--- src/rtl/cpu_pkg.sv ---
// cpu_pkg: shared widths, instruction field positions and fetch FSM encoding
package cpu_pkg;
  localparam int DATA_W_DEF = 32;
  localparam int ADDR_W_DEF = 5;
  localparam int OPC_LSB = 26;
  localparam int OPC_W = 6;
  localparam int RS_LSB = 21;
  localparam int RT_LSB = 16;
  localparam int RD_LSB = 11;
  localparam int FIELD_W = 5;
  typedef enum logic [1:0] {IDLE = 2'd0, READ = 2'd1, VALID = 2'd2} state_e;
endpackage

--- src/rtl/operand_bypass.sv ---
// operand_bypass: selects zero, forwarded writeback data or register-file data for one operand
module operand_bypass #(
  parameter int DATA_W = 32,
  parameter int ADDR_W = 5
) (
  input  logic [ADDR_W-1:0] idx_i,
  input  logic [DATA_W-1:0] rf_data_i,
  input  logic              wb_valid_i,
  input  logic [ADDR_W-1:0] wb_rd_i,
  input  logic [DATA_W-1:0] wb_data_i,
  output logic [DATA_W-1:0] data_o
);
  // idx_i != 0 in the forward branch also filters writebacks to register 0
  assign data_o = (idx_i == '0) ? '0 :
                  (wb_valid_i && wb_rd_i == idx_i) ? wb_data_i : rf_data_i;
endmodule

--- src/rtl/operand_fetch_unit.sv ---
// operand_fetch_unit: latches an instruction, reads both source operands with writeback
// forwarding, and holds the operand bundle until downstream accepts it
module operand_fetch_unit
  import cpu_pkg::*;
#(
  parameter int DATA_W = DATA_W_DEF,
  parameter int ADDR_W = ADDR_W_DEF
) (
  input  logic              clk,
  input  logic              rst,
  input  logic              instr_valid,
  input  logic [31:0]       instr,
  output logic              instr_ready,
  output logic [ADDR_W-1:0] rf_rs,
  output logic [ADDR_W-1:0] rf_rt,
  output logic [ADDR_W-1:0] rf_rd,
  output logic [DATA_W-1:0] rf_wdata,
  input  logic [DATA_W-1:0] rf_rdata_a,
  input  logic [DATA_W-1:0] rf_rdata_b,
  input  logic              wb_valid,
  input  logic [ADDR_W-1:0] wb_rd,
  input  logic [DATA_W-1:0] wb_data,
  output logic              out_valid,
  input  logic              out_ready,
  output logic [DATA_W-1:0] op_a,
  output logic [DATA_W-1:0] op_b,
  output logic [ADDR_W-1:0] op_rd,
  output logic [OPC_W-1:0]  op_opcode
);
  state_e state_q, state_d;
  logic [31:RD_LSB] instr_q;
  logic [DATA_W-1:0] op_a_q, op_b_q, byp_a, byp_b;
  logic [ADDR_W-1:0] op_rd_q;
  logic [OPC_W-1:0] op_opcode_q;
  logic wb_en, unused_low_bits;
  assign unused_low_bits = ^instr[RD_LSB-1:0];
  assign rf_rs = ADDR_W'(instr_q[RS_LSB +: FIELD_W]);
  assign rf_rt = ADDR_W'(instr_q[RT_LSB +: FIELD_W]);
  // Writeback passes straight through in every state; gated off while reset is held
  assign wb_en = wb_valid && wb_rd != '0 && !rst;
  assign rf_rd = wb_en ? wb_rd : '0;
  assign rf_wdata = wb_en ? wb_data : '0;
  always_ff @(posedge clk or posedge rst) begin
    if (rst) state_q <= IDLE;
    else state_q <= state_d;
  end
  always_comb begin
    state_d = (state_q == IDLE && instr_valid) ? READ :
              (state_q == READ) ? VALID :
              (state_q == VALID && out_ready) ? IDLE : state_q;
  end
  always_comb begin
    instr_ready = state_q == IDLE;
    out_valid = state_q == VALID;
  end
  operand_bypass #(.DATA_W(DATA_W), .ADDR_W(ADDR_W)) u_byp_a (
    .idx_i(rf_rs), .rf_data_i(rf_rdata_a), .wb_valid_i(wb_valid),
    .wb_rd_i(wb_rd), .wb_data_i(wb_data), .data_o(byp_a)
  );
  operand_bypass #(.DATA_W(DATA_W), .ADDR_W(ADDR_W)) u_byp_b (
    .idx_i(rf_rt), .rf_data_i(rf_rdata_b), .wb_valid_i(wb_valid),
    .wb_rd_i(wb_rd), .wb_data_i(wb_data), .data_o(byp_b)
  );
  always_ff @(posedge clk or posedge rst) begin
    if (rst) begin
      instr_q <= '0;
      op_a_q <= '0;
      op_b_q <= '0;
      op_rd_q <= '0;
      op_opcode_q <= '0;
    end else begin
      if (state_q == IDLE && instr_valid) instr_q <= instr[31:RD_LSB];
      if (state_q == READ) begin
        op_a_q <= byp_a;
        op_b_q <= byp_b;
        op_rd_q <= ADDR_W'(instr_q[RD_LSB +: FIELD_W]);
        op_opcode_q <= instr_q[OPC_LSB +: OPC_W];
      end
    end
  end
  assign op_a = op_a_q;
  assign op_b = op_b_q;
  assign op_rd = op_rd_q;
  assign op_opcode = op_opcode_q;
endmodule

--- config.mk ---
export PLATFORM = sky130hd
export DESIGN_NAME = operand_fetch_unit
export DESIGN_NICKNAME = d
export VERILOG_FILES = /design/src/rtl/cpu_pkg.sv /design/src/rtl/operand_bypass.sv /design/src/rtl/operand_fetch_unit.sv
export SDC_FILE = /design/constraint.sdc
export NUM_CORES = 1
export LEC_CHECK = 0
export BUFFER_PORTS_ARGS = -buffer_cell sky130_fd_sc_hd__buf_2
export CAP_MARGIN = 20
export CORE_MARGIN = 4
export CORE_UTILIZATION = 47
export CTS_CLUSTER_DIAMETER = 120
export DETAILED_ROUTE_END_ITERATION = 8
export GPL_TIMING_DRIVEN = 1
export PLACE_DENSITY = 0.85
export SLEW_MARGIN = 20
export SYNTH_ARGS = -nofsm -noshare
export SYNTH_HDL_FRONTEND = slang
export SYNTH_SLANG_ARGS = --single-unit
--- constraint.sdc ---
create_clock -name clk -period 3.89 [get_ports clk]
set_clock_uncertainty 0.2 [all_clocks]
set_input_delay 0.1945 -clock clk [delete_from_list [all_inputs] [get_ports clk]]
set_output_delay 0.1945 -clock clk [all_outputs]
set_load 0.01 [all_outputs]
==> results.cfg <==
[outcome]
status = complete, no violations

[placed_design]
post-place-ws_ns = 1.11
io_buffers = 250
dp_hpwl_um = 11700
gp_congestion = 0.823

[setup_path]
critical_path.endpoint = op_a[31]$_DFFE_PP0P_
crit_arrival_ns = 3.43
rr_worst_depth = 6
cp_max_fo = 33
r2r_setup_slack_ns = 0.47
crit_path_start_kind = flop
worstPathCellList = xor2_1, nor4_4, buf_4, and2_2, o211ai_1, dlygate4sd3_1
critPathSlowestCell = and2_2
slowest_delay_ns = 0.94
critPathKind = reg -> reg
critPathLaunch = instr_q[21]$_DFFE_PP0P_
rr_startpoint = instr_q[21]$_DFFE_PP0P_
critPathCaptureType = flop
required_ns = 3.90
reg2reg_to = op_a[31]$_DFFE_PP0P_

[global_routing]
first_global_vias = 6149
antenna_found_initial = 0
overflow = 0
grt_start_max_net_pins = 76
grt.total_usage_pct = 30.1
grt_pass1_wl_um = 31000

[die]
fp-row-count = 38
die_w_um = 114
dieArea_um2 = 13100
io-pin-count = 262
die_h_um = 114
start_util_pct = 48.6
fp.coreArea_um2 = 10900

[logic_synthesis]
syn_inst = 514
ys_ff_latch = 98
seq_area_frac_synth_pct = 46.1
synth_nets = 652
synth.distinct_cells = 26
yosys_warnings = 0
syn_avg_cell_area_um2 = 10.3
synthesis.area_um2 = 5320

[drt]
wl_um = 19900
wl_per_cell_um = 19.7
vias_per_cell = 5.73
ant_nets = 0
route.detailed.drc = 0
vias = 5820
drt-initial-drc-count = 435
first_pass_iters = 5

[clock_network]
cts_setup_buffers = 0
clock-sinks = 98
cts-root-buf = clkbuf_16
cts_tree = built
cts_resized = 0
clk_latency_ns = 0.34
clk_path_buf_depth = 2
numCtsBuffers = 9
htree_levels = 3
clk_pin_slew_worst_paths_ns = 0.07

[sta]
whs_ns = 0.0182
setup_viol = 0
period_share_pct = 87.9
max_freq_ghz = 0.292
fin_setup_tns_ns = 0
fin_ws_ns = 0.471
maxSlewHeadroom_pct = 30.8
final-hold-violation-count = 0
fin_crit_ns = 3.42
worstMarginPinSlew_ns = 1.04
slew_violations = 0
rsz0062_at_grt = false

[worst_hold_path]
hold_path_class = in -> reg

[finish]
nets = 1008
diodes = 0
n_fill_cell = 681
drive_gt1_share_pct = 39.3
area_delta_synth_final_pct = 54.7

[pwr]
p_per_area_nw_per_um2 = 707
irDropWorstVdd_mv = 0.528
power_leakage_uw = 0.00410

[flow_run]
cap_violations = 0
where the power goes:
group          internal [uW]  switching [uW]  leakage [uW]  total, uW
Combinational           1450            1600       0.00277       3060
Sequential              1530             344       0.00119       1870
Clock                    467             418      0.000144        885
Total                   3450            2370       0.00410       5810
per-layer routing:
| metal | GRT usage (%) | share of wire, % | wire (um) | vias to the layer above |
|---|---|---|---|---|
| met4 | 14.3 | 3.3 | 658 | 0 |
| met5 | 0 | 0 | 0 | - |
| met2 | 53.2 | 51 | 10200 | 409 |
| met3 | 6.34 | 9.4 | 1880 | 70 |
| li1 | - | - | - | 2525 |
| met1 | 34.8 | 36 | 7180 | 2816 |
flip-flops by register name (all words and copies together), names as in the netlist:
signal     flops
op_rd          5
instr_q       21
state_q        2
op_opcode      6
op_a          32
op_b          32
what timing repair did:
action | CTS | global route
hold buffers | 145 | 0
setup endpoints to repair | 0 | 0
endpoints found under the hold margin | 134 | 0
per-stage QoR:
step | util, % | cell area (um^2) | power, uW | std cells
2_1_floorplan | - | 5320 | 3370 | 514
3_3_place_gp | 59.2 | 6470 | 4070 | 854
3_5_place_dp | 59.2 | 6470 | 4200 | 854
4_1_cts | 75.2 | 8220 | 5700 | 1015
5_1_grt | 75.2 | 8220 | 6120 | 1015
6_report | 75.2 | 8220 | 5810 | 1015
critical path: cells and delay by family (launching register included):
family | cells | cell delay (ns)
buffers and inverters | 2 | 1.04
AOI/OAI and AO/OA | 1 | 0.21
xor gates and xnor gates | 1 | 0.21
DFF | 1 | 0.42
and+or+nand+nor | 2 | 1.21
worst min path at each step:
stage / from / endpoint / slack, ns / depth (start not counted)
CTS: wb_data[0] / op_b[0]$_DFFE_PP0P_ / 0.004 / 3
global placement: rst / op_b[15]$_DFFE_PP0P_ / 0.12 / 2
finish: wb_data[0] / op_b[0]$_DFFE_PP0P_ / 0.02 / 3
detailed placement: rst / op_b[15]$_DFFE_PP0P_ / 0.13 / 2
global route: wb_data[2] / op_a[2]$_DFFE_PP0P_ / 0.01 / 3
floorplan: instr[20] / instr_q[20]$_DFFE_PP0P_ / 0.13 / 1
kinds of logic after synthesis:
group,count (synthesis),synth area share (%)
compound gates,69,15.5
xor+xnor,10,1.65
buf+inv,61,6.87
flops,98,46.1
mux,32,6.78
simple gates,244,23.1
Yosys cell counts:
cell type / instances / area share [%]
buf_6: 2 / 0.42
nor2_1: 3 / 0.21
buf_4: 10 / 1.4
o211ai_1: 4 / 0.56
buf_2: 12 / 1.1
nand2_1: 128 / 9.0
xor2_1: 8 / 1.3
nand4_1: 64 / 7.5
nor2b_1: 1 / 0.12
o211ai_2: 60 / 14
nand2b_1: 1 / 0.12
nor4_4: 2 / 0.80
o311a_1: 1 / 0.19
and3_1: 3 / 0.35
nor3_1: 2 / 0.19
a21o_1: 2 / 0.28
inv_1: 2 / 0.14
a21oi_2: 2 / 0.33
and2_1: 39 / 4.6
mux2_1: 32 / 6.8
dfrtp_1: 98 / 46
clkbuf_2: 1 / 0.094
clkbuf_1: 28 / 2.0
buf_8: 6 / 1.7
xnor2_1: 2 / 0.33
or3_1: 1 / 0.12
layout by cell type, fill, tap and decap left out, drive strengths merged:
master and count:
clkinv 1, and3 3, clkbuf 10, nand4 64, a21oi 2, nand2 128
xnor2 2, or3 1, mux2 32, a21o 2, nor3 2, buf 259
clkinvlp 1, nor2b 1, nor2 3, xor2 8, and2 39, nand2b 1
inv 6, o311a 1, nor4 2, o211ai 64, dfrtp 98, dlygate4sd3 145
cell type report:
type	count	area, um^2	share of cell area, %
clock inverter	6	56.3	0.685
inverter	2	10.0	0.122
tap	140	175	2.13
clock buffer	10	239	2.91
timing repair buffer	404	2770	33.7
multi-input combinational	355	2520	30.6
sequential	98	2450	29.8
Note: power is estimated with default switching activity, not from simulation.
